$ cat src/rtl/sync_decoder_if.sv
// sync_decoder_if: pin inputs and recovered-timing outputs of the sync decoder.
//   clk_en       pixel tick qualifying every state update
//   _hsync       incoming horizontal sync, active low
//   _vsync       incoming vertical sync, active low
//   hpos/vpos    regenerated horizontal / vertical position
//   line_len     last measured line period (ticks)
//   hs_width     last measured hsync low width (ticks)
//   frame_lines  last measured lines per frame
//   hlocked      horizontal lock
//   vlocked      vertical lock
interface sync_decoder_if;
    logic       clk_en;
    logic       _hsync;
    logic       _vsync;
    logic [8:0] hpos;
    logic [8:0] vpos;
    logic [8:0] line_len;
    logic [7:0] hs_width;
    logic [8:0] frame_lines;
    logic       hlocked;
    logic       vlocked;

    // Video source side: drives pins, observes recovered timing.
    modport master (
        output clk_en, _hsync, _vsync,
        input  hpos, vpos, line_len, hs_width, frame_lines, hlocked, vlocked
    );

    // Decoder side.
    modport slave (
        input  clk_en, _hsync, _vsync,
        output hpos, vpos, line_len, hs_width, frame_lines, hlocked, vlocked
    );
endinterface

$ cat src/rtl/sync_decoder.sv
// sync_decoder: recovers line/frame timing from active-low hsync/vsync pins.
// Measures line period, hsync width and lines per frame, regenerates hpos/vpos
// aligned to the incoming sync, and reports horizontal and vertical lock.
// Ports:
//   mclk   master clock (only clock)
//   reset  synchronous active-high reset
//   bus    sync_decoder_if.slave: clk_en, _hsync, _vsync in; timing outputs out
module sync_decoder #(
    parameter int unsigned TOL        = 1,
    parameter int unsigned LOCK_COUNT = 3
) (
    input  logic          mclk,
    input  logic          reset,
    sync_decoder_if.slave bus
);

    localparam int unsigned CW = 9;   // position / line / frame counters
    localparam int unsigned PW = 10;  // period incl. the +1 past saturation
    localparam int unsigned WW = 8;   // hsync width counter
    localparam int unsigned MW = 8;   // match counter

    localparam logic [CW-1:0] CNT_MAX = '1;
    localparam logic [WW-1:0] W_MAX   = '1;

    localparam logic [1:0] HUNT   = 2'd0;
    localparam logic [1:0] VERIFY = 2'd1;
    localparam logic [1:0] LOCKED = 2'd2;

    logic          hs1_q, hs2_q, vs1_q, vs2_q;
    logic [1:0]    state_q, state_d;
    logic [CW-1:0] hcnt_q, hcnt_d;
    logic [WW-1:0] wcnt_q, wcnt_d;
    logic [CW-1:0] vcnt_q, vcnt_d;
    logic [PW-1:0] ref_q, ref_d;
    logic          ref_valid_q, ref_valid_d;
    logic [MW-1:0] match_q, match_d;
    logic          miss_q, miss_d;
    logic          vpend_q, vpend_d;
    logic [CW-1:0] line_len_q, line_len_d;
    logic [WW-1:0] hs_width_q, hs_width_d;
    logic [CW-1:0] frame_lines_q, frame_lines_d;
    logic          hlocked_q, hlocked_d;
    logic          vlocked_q, vlocked_d;

    logic          hfall, hrise, vfall;
    logic [PW-1:0] period;
    logic [PW-1:0] delta;
    logic          in_tol;
    logic          sat_hit;
    logic [MW-1:0] match_inc;
    logic [CW-1:0] frame_next;

    // Edge detection on the synchronised pins.
    assign hfall = hs2_q & ~hs1_q;
    assign hrise = ~hs2_q & hs1_q;
    assign vfall = vs2_q & ~vs1_q;

    // Period of the line ending at this edge, and its distance from the reference.
    assign period    = PW'(hcnt_q) + PW'(1);
    assign delta     = (period >= ref_q) ? (period - ref_q) : (ref_q - period);
    assign in_tol    = (delta <= PW'(TOL));
    assign match_inc = match_q + MW'(1);

    // hcnt is about to reach (or already sits at) its ceiling: sync lost.
    assign sat_hit = ~hfall & (hcnt_q >= (CNT_MAX - CW'(1)));

    // Lines in the frame being closed, held at the ceiling instead of wrapping.
    assign frame_next = (vcnt_q == CNT_MAX) ? CNT_MAX : (vcnt_q + CW'(1));

    // Next-state and datapath logic.
    always_comb begin
        state_d       = state_q;
        hcnt_d        = hcnt_q;
        wcnt_d        = wcnt_q;
        vcnt_d        = vcnt_q;
        ref_d         = ref_q;
        ref_valid_d   = ref_valid_q;
        match_d       = match_q;
        miss_d        = miss_q;
        vpend_d       = vpend_q;
        line_len_d    = line_len_q;
        hs_width_d    = hs_width_q;
        frame_lines_d = frame_lines_q;
        hlocked_d     = hlocked_q;
        vlocked_d     = vlocked_q;

        // Horizontal position counter.
        if (hfall) begin
            hcnt_d = '0;
        end else if (hcnt_q != CNT_MAX) begin
            hcnt_d = hcnt_q + CW'(1);
        end

        // Width counter starts at 1 so the edge tick itself is counted.
        if (hfall) begin
            wcnt_d = WW'(1);
        end else if (!hs1_q && (wcnt_q != W_MAX)) begin
            wcnt_d = wcnt_q + WW'(1);
        end
        if (hrise) begin
            hs_width_d = wcnt_q;
        end

        // Horizontal lock FSM.
        if (hfall) begin
            case (state_q)
                HUNT: begin
                    state_d     = VERIFY;
                    ref_valid_d = 1'b0;
                    match_d     = '0;
                end
                VERIFY: begin
                    line_len_d = period[CW-1:0];
                    if (ref_valid_q && in_tol) begin
                        match_d = match_inc;
                        if (match_inc == MW'(LOCK_COUNT)) begin
                            state_d   = LOCKED;
                            hlocked_d = 1'b1;
                            miss_d    = 1'b0;
                        end
                    end else begin
                        ref_d       = period;
                        ref_valid_d = 1'b1;
                        match_d     = '0;
                    end
                end
                LOCKED: begin
                    line_len_d = period[CW-1:0];
                    if (in_tol) begin
                        miss_d = 1'b0;
                    end else if (miss_q) begin
                        state_d   = HUNT;
                        hlocked_d = 1'b0;
                        miss_d    = 1'b0;
                    end else begin
                        miss_d = 1'b1;
                    end
                end
                default: begin
                    state_d = HUNT;
                end
            endcase
        end

        if (sat_hit) begin
            state_d   = HUNT;
            hlocked_d = 1'b0;
            vlocked_d = 1'b0;
        end

        // Frame tracking: a pending vsync closes the frame on the next line edge,
        // or on this one when both edges arrive together.
        if (hfall) begin
            if (vpend_q || vfall) begin
                frame_lines_d = frame_next;
                vcnt_d        = '0;
                vpend_d       = 1'b0;
                vlocked_d     = hlocked_q && (frame_next == frame_lines_q);
            end else if (vcnt_q != CNT_MAX) begin
                vcnt_d = vcnt_q + CW'(1);
            end
        end else if (vfall) begin
            vpend_d = 1'b1;
        end

        if (!hlocked_d) begin
            vlocked_d = 1'b0;
        end
    end

    // State registers; everything advances only on pixel ticks.
    always_ff @(posedge mclk) begin
        if (reset) begin
            hs1_q         <= 1'b1;
            hs2_q         <= 1'b1;
            vs1_q         <= 1'b1;
            vs2_q         <= 1'b1;
            state_q       <= HUNT;
            hcnt_q        <= '0;
            wcnt_q        <= '0;
            vcnt_q        <= '0;
            ref_q         <= '0;
            ref_valid_q   <= 1'b0;
            match_q       <= '0;
            miss_q        <= 1'b0;
            vpend_q       <= 1'b0;
            line_len_q    <= '0;
            hs_width_q    <= '0;
            frame_lines_q <= '0;
            hlocked_q     <= 1'b0;
            vlocked_q     <= 1'b0;
        end else if (bus.clk_en) begin
            hs1_q         <= bus._hsync;
            hs2_q         <= hs1_q;
            vs1_q         <= bus._vsync;
            vs2_q         <= vs1_q;
            state_q       <= state_d;
            hcnt_q        <= hcnt_d;
            wcnt_q        <= wcnt_d;
            vcnt_q        <= vcnt_d;
            ref_q         <= ref_d;
            ref_valid_q   <= ref_valid_d;
            match_q       <= match_d;
            miss_q        <= miss_d;
            vpend_q       <= vpend_d;
            line_len_q    <= line_len_d;
            hs_width_q    <= hs_width_d;
            frame_lines_q <= frame_lines_d;
            hlocked_q     <= hlocked_d;
            vlocked_q     <= vlocked_d;
        end
    end

    assign bus.hpos        = hcnt_q;
    assign bus.vpos        = vcnt_q;
    assign bus.line_len    = line_len_q;
    assign bus.hs_width    = hs_width_q;
    assign bus.frame_lines = frame_lines_q;
    assign bus.hlocked     = hlocked_q;
    assign bus.vlocked     = vlocked_q;

endmodule

$ cat src/flat_wrapper.sv
// flat-port wrapper written by rule: the top's interface ports become plain ports
module sync_decoder_flat 
#(
    parameter int unsigned TOL        = 1,
    parameter int unsigned LOCK_COUNT = 3
)
  (mclk, reset, bus_clk_en, bus__hsync, bus__vsync, bus_hpos, bus_vpos, bus_line_len, bus_hs_width, bus_frame_lines, bus_hlocked, bus_vlocked);
  sync_decoder_if bus_i ();
  input  logic mclk;
  input  logic reset;
  input wire logic [$bits(bus_i.clk_en)-1:0] bus_clk_en;
  input wire logic [$bits(bus_i._hsync)-1:0] bus__hsync;
  input wire logic [$bits(bus_i._vsync)-1:0] bus__vsync;
  output wire logic [$bits(bus_i.hpos)-1:0] bus_hpos;
  output wire logic [$bits(bus_i.vpos)-1:0] bus_vpos;
  output wire logic [$bits(bus_i.line_len)-1:0] bus_line_len;
  output wire logic [$bits(bus_i.hs_width)-1:0] bus_hs_width;
  output wire logic [$bits(bus_i.frame_lines)-1:0] bus_frame_lines;
  output wire logic [$bits(bus_i.hlocked)-1:0] bus_hlocked;
  output wire logic [$bits(bus_i.vlocked)-1:0] bus_vlocked;
  assign bus_i.clk_en = bus_clk_en;
  assign bus_i._hsync = bus__hsync;
  assign bus_i._vsync = bus__vsync;
  assign bus_hpos = bus_i.hpos;
  assign bus_vpos = bus_i.vpos;
  assign bus_line_len = bus_i.line_len;
  assign bus_hs_width = bus_i.hs_width;
  assign bus_frame_lines = bus_i.frame_lines;
  assign bus_hlocked = bus_i.hlocked;
  assign bus_vlocked = bus_i.vlocked;
  sync_decoder #(.TOL(TOL), .LOCK_COUNT(LOCK_COUNT)) u_core (.mclk(mclk), .reset(reset), .bus(bus_i));
endmodule
$ cat config.mk
export PLATFORM = sky130hd
export DESIGN_NAME = sync_decoder_flat
export DESIGN_NICKNAME = d
export VERILOG_FILES = /design/src/rtl/sync_decoder_if.sv /design/src/rtl/sync_decoder.sv /design/src/flat_wrapper.sv
export SDC_FILE = /design/constraint.sdc
export NUM_CORES = 1
export LEC_CHECK = 0
export CORE_ASPECT_RATIO = 0.7
export CORE_UTILIZATION = 55
export CTS_CLUSTER_SIZE = 30
export DETAILED_ROUTE_END_ITERATION = 8
export GPL_TIMING_DRIVEN = 1
export MAX_ROUTING_LAYER = met4
export PLACE_DENSITY = 0.78
export SYNTH_ARGS = -nofsm -noshare
export SYNTH_HDL_FRONTEND = slang
export SYNTH_SLANG_ARGS = --single-unit
$ cat constraint.sdc
create_clock -name mclk -period 8.45 [get_ports mclk]
set_input_delay 0.845 -clock mclk [delete_from_list [all_inputs] [get_ports mclk]]
set_output_delay 0.845 -clock mclk [all_outputs]
set_load 0.02 [all_outputs]
==> impl.org <==
** Run
- Across the run, the number of max-cap violations was 0.

** Setup path
- Most prevalent standard cell on the critical path :: sky130_fd_sc_hd__a21oi_1
- STA classifies the critical path endpoint as a flop.
- STA puts the critical path data required time at 8.69 ns.
- Among cell families on the critical path, the largest total delay comes from compound AO/OA/AOI/OAI gates.
- The worst setup path is launched from a flop.
- The critical path is of the flop to flop type.
- Tracing the worst setup path back leads to its startpoint at u_core.bus.hpos[2]$_SDFFE_PP0P_.
- CP Buf/Inv Count :: 1
- The startpoint identified for the worst register-to-register timing path is u_core.bus.hpos[2]$_SDFFE_PP0P_.
- Top fanout value on the critical path :: 18
- Worst path max stage delay :: 0.52 ns
- The critical path goes through and3_2 > and3_1 > nand3_1 > xor2_1 > inv_1 > ha_1 > nand4_1 > o31ai_4 > a21oi_1 > a22o_1 > a21oi_1 > o311ai_2 > nor3_4 > a21o_1 > nor2_1 > a211oi_1.
- Slowest CP cell :: sky130_fd_sc_hd__ha_1
- At the worst endpoint, the arrival time is 4.73 ns.

** Timing
- Sum of negative setup slack :: 0 ns
- Setup repair after global routing left no endpoint under its margin.
- For the pin with the worst max-slew slack, the measured transition is 1.177 ns.
- The routed design could run at a clock period as short as 4.495 ns.
- Final-report setup violation count :: 0
- Dividing the final minimum period by the clock period gives 53.20%.
- Slew Viols, Final :: 0
- Timing would allow up to 222.5 MHz.
- In this run the tightest slew margin relative to its limit is 20.96%.
- Hold Fails Final Rpt :: 0
- Hold timing on the final database bottoms out at a slack of 0.4618 ns.
- Between clock sinks in the finished design, the worst skew comes to 0.004340 ns.

** Global route
- Largest net degree at the start of global routing :: 81
- The first global-routing pass estimated 21340 um of wire.
- Number of antenna violations at the first check in global routing :: 0
- The via count of the first global-routing pass is 4253.
- Total congestion overflow :: 0
- Global routing consumed, over all layers together, 29.79% of the routing resources.

** Routing
- Vias :: 4769
- After detailed routing, the average wire length per cell comes to 16.63 um.
- Using the TritonRoute via totals, the vias-per-cell ratio works out to 6.044.
- For this block, the routed nets add up to 13120 um of wire.
- Once detail routing completed, the nets flagged for antenna violations numbered 0.
- Number of design rule violations left after detail routing :: 0
- In this run, the number of DRC markers left after iteration 0 of detailed routing was 506.
- For this run, the detailed router's first-pass iteration total came to 5.

** CTS
- Cell chosen for the clock root :: sky130_fd_sc_hd__clkbuf_16
- Buffers added to address setup during post-CTS repair amount to 0.
- TritonCTS clock tree :: done
- H-Tree Level Count :: 3
- For this design, the CTS-stage hold fixing added 0 buffers.
- The tree built by TritonCTS fans out to 81 sinks.
- Post_cts resized :: 0
- Clock transition time at the flip-flop clock pins of the worst setup and hold paths :: 0.06 ns
- The clock reaches the later pin of the worst-skew pair after 0.34 ns.
- In this run the deepest clock path goes through 2 buffers.
- TritonCTS created 9 clock buffers.

** Yosys
- Sequential share of the synthesized area :: 32.50%
- Register bit count reported by yosys :: 81
- Async set or reset register ratio after synthesis :: 0%
- In the synthesized netlist the dominant register cell turns out to be sky130_fd_sc_hd__dfxtp_1.
- The synthesized design contains 0 enable-type register cells.
- The Yosys step of the flow raised 0 warnings.
- Post-synthesis net count :: 671
- Synthesis instantiated 72 different standard cells from the library.
- Dividing the synthesized area by the synthesized cell count gives 7.870 sq um.
- After technology mapping, the gate count stands at 634.
- The mapped netlist covers 0.004990 sq mm.

** Power
- Maximum vdd drop :: 0.1160 mV
- Power spread over the standard cell area amounts to 157.1 mW/mm^2.
- In this run the static leakage power is 2.274 nW.

** Floorplanning
- Core region area :: 0.008618 sq mm
- Die extent in y :: 81.69 um
- Die extent in x :: 115.8 um
- For this design the top-level I/O count stands at 51.
- Initial Util :: 57.90%
- The floorplan step defined a die boundary enclosing 0.009463 sq mm.
- Number of standard-cell rows in the floorplan :: 28

** Min path
- In this run the worst hold path is classified as flop to flop.
- The worst hold path begins at u_core.bus.hs_width[4]$_SDFFE_PP0P_.

** Place
- The congestion estimate from routability-driven global placement came to 1.008.
- The count of buffers added on input and output ports is 50.
- Once detailed placement completed, the half-perimeter wirelength came to 9279 um.
- Total placed instance area :: 0.005495 sq mm

** Cells and area
- The sequential cells in the finished layout cover a total of 0.001622 sq mm.
- The repair_antennas step left the layout with diodes totalling 0.
- The filler cells instantiated in the layout total 750.
- The area growth from synthesis to layout is 16.05%.
- Of the cells placed in the final design, the portion with a size suffix greater than 1 is 5.381%.
- Summing all non-filler instances in the final layout gives an area of 0.005791 sq mm.
- Once layout is complete, the utilization of the core stands at 67.19%.
- In the final design database the tool counted 702 nets.
- Total area of multi-input combinational cells :: 0.003085 sq mm

** Outcome
- The flow ran to the end, and the final reports show no timing, DRC or antenna violations.
-- state kept, by name, summed over array words and instances, names as in the netlist, 2 cells and up --
signal / cells
u_core.bus.hs_width: 8
u_core.bus.line_len: 9
u_core.bus.hpos: 9
u_core.state_q: 2
u_core.bus.vpos: 9
u_core.ref_q: 10
u_core.wcnt_q: 8
u_core.bus.frame_lines: 9
u_core.match_q: 8
-- worst reg2reg max path, delay by kind of cell (launching register included) --
family	cells	cell delay, ns
AO/OA/AOI/OAI	7	1.82
XOR/XNOR	1	0.30
adder cells (fa/ha/maj)	1	0.52
buffers and inverters	1	0.13
flip-flops	1	0.51
AND/OR/NAND/NOR	6	1.12
-- cell families (layout without fill, tap and decap cells) --
family	Yosys count	after routing	synth area share, %
adders and majority gates	32	32	8.325
DFF	81	81	32.50
buffers and inverters	67	102	5.767
xor gates and xnor gates	32	32	5.617
AOI/OAI and AO/OA	150	150	20.51
muxes	5	5	1.003
and+or+nand+nor	267	267	26.28
-- layout make-up --
class,count,area share [%]
tap,120,2.593
multi-input combinational,486,53.28
clock inverter,5,0.9723
inverter,36,2.334
timing repair buffer,51,8.686
clock buffer,10,4.127
sequential,81,28.00
-- through the flow --
stage | total power [W] | setup WS [ns] | std cells
floorplan | 0.0004953 | 4.530 | 634
CTS | 0.0009112 | 4.059 | 789
detailed placement | 0.0005220 | 4.089 | 774
global route | 0.0009446 | 3.569 | 789
finish | 0.0009095 | 3.955 | 789
global placement | 0.0005194 | 4.066 | 774
-- cells in the final DEF, fill, tap and decap left out, types with 3 or more instances in the layout --
master,synthesis,routed
sky130_fd_sc_hd__xnor2_1,13,13
sky130_fd_sc_hd__xor2_1,19,19
sky130_fd_sc_hd__a21o_1,3,3
sky130_fd_sc_hd__nor4b_1,3,3
sky130_fd_sc_hd__mux2i_1,5,5
sky130_fd_sc_hd__o22ai_1,4,4
sky130_fd_sc_hd__and3_2,3,3
sky130_fd_sc_hd__o21ai_0,20,20
sky130_fd_sc_hd__nor4_1,3,3
sky130_fd_sc_hd__and3_1,17,17
sky130_fd_sc_hd__a31oi_1,5,5
sky130_fd_sc_hd__dfxtp_1,81,81
sky130_fd_sc_hd__nor3b_1,6,6
sky130_fd_sc_hd__nand3b_1,8,8
sky130_fd_sc_hd__nor2_1,92,92
sky130_fd_sc_hd__clkbuf_16,0,9
sky130_fd_sc_hd__a41oi_1,3,3
sky130_fd_sc_hd__a32oi_1,3,3
sky130_fd_sc_hd__a22oi_1,9,9
sky130_fd_sc_hd__o21ai_1,3,3
sky130_fd_sc_hd__nand2_1,63,63
sky130_fd_sc_hd__nand3_1,19,19
sky130_fd_sc_hd__a211oi_1,24,24
sky130_fd_sc_hd__and2_1,3,3
sky130_fd_sc_hd__nand4_1,5,5
sky130_fd_sc_hd__nor2b_1,9,9
sky130_fd_sc_hd__inv_1,35,35
sky130_fd_sc_hd__a211o_1,4,4
sky130_fd_sc_hd__or2_2,3,3
sky130_fd_sc_hd__a21oi_1,45,45
sky130_fd_sc_hd__nor3_1,9,8
sky130_fd_sc_hd__clkdlybuf4s50_1,0,49
sky130_fd_sc_hd__ha_1,30,30
sky130_fd_sc_hd__nand2b_1,9,9
-- path summary, 6_finish.rpt --
path                                         endpoint  slack [ns]  depth (start not counted)
setup / recovery         u_core.ref_q[6]$_SDFFE_PP0P_        3.95                         16
hold / removal    u_core.bus.hs_width[4]$_SDFFE_PP0P_        0.46                          2
setup reg to reg         u_core.ref_q[6]$_SDFFE_PP0P_        3.95                         16
hold reg to reg   u_core.bus.hs_width[4]$_SDFFE_PP0P_        0.46                          2
-- power by group --
group / switching, W / internal (W) / leakage (nW) / total (W)
clock: 0.000157 / 0.000235 / 0.144 / 0.000392
combinational: 0.0000777 / 0.0000468 / 1.47 / 0.000125
sequential: 0.00000612 / 0.000387 / 0.654 / 0.000393
total: 0.000241 / 0.000669 / 2.27 / 0.000910
-- layer usage --
| layer | vias up | track usage, % | wire length, um |
|---|---|---|---|
| met3 | 18 | 6.273 | 930 |
| met1 | 2264 | 40.75 | 6181 |
| met4 | 0 | 6.795 | 136 |
| met5 | - | - | 0 |
| li1 | 2293 | - | - |
| met2 | 194 | 45.12 | 5873 |
-- Yosys cell counts, drive strengths merged, types with 10 or more instances --
library cell	count	area (sq um)
nor2	93	351.6
dfxtp	81	1622
nand2	64	242.7
a21oi	46	234.0
inv	35	131.4
ha	30	375.4
a211oi	24	180.2
o21ai	23	115.1
and3	20	128.9
clkbuf	20	75.07
nand3	20	105.1
xor2	19	166.4
xnor2	13	113.9
buf	11	77.57
nor2b	10	70.06
nor3	10	61.31
No activity file was read; power rests on OpenSTA's default activity.
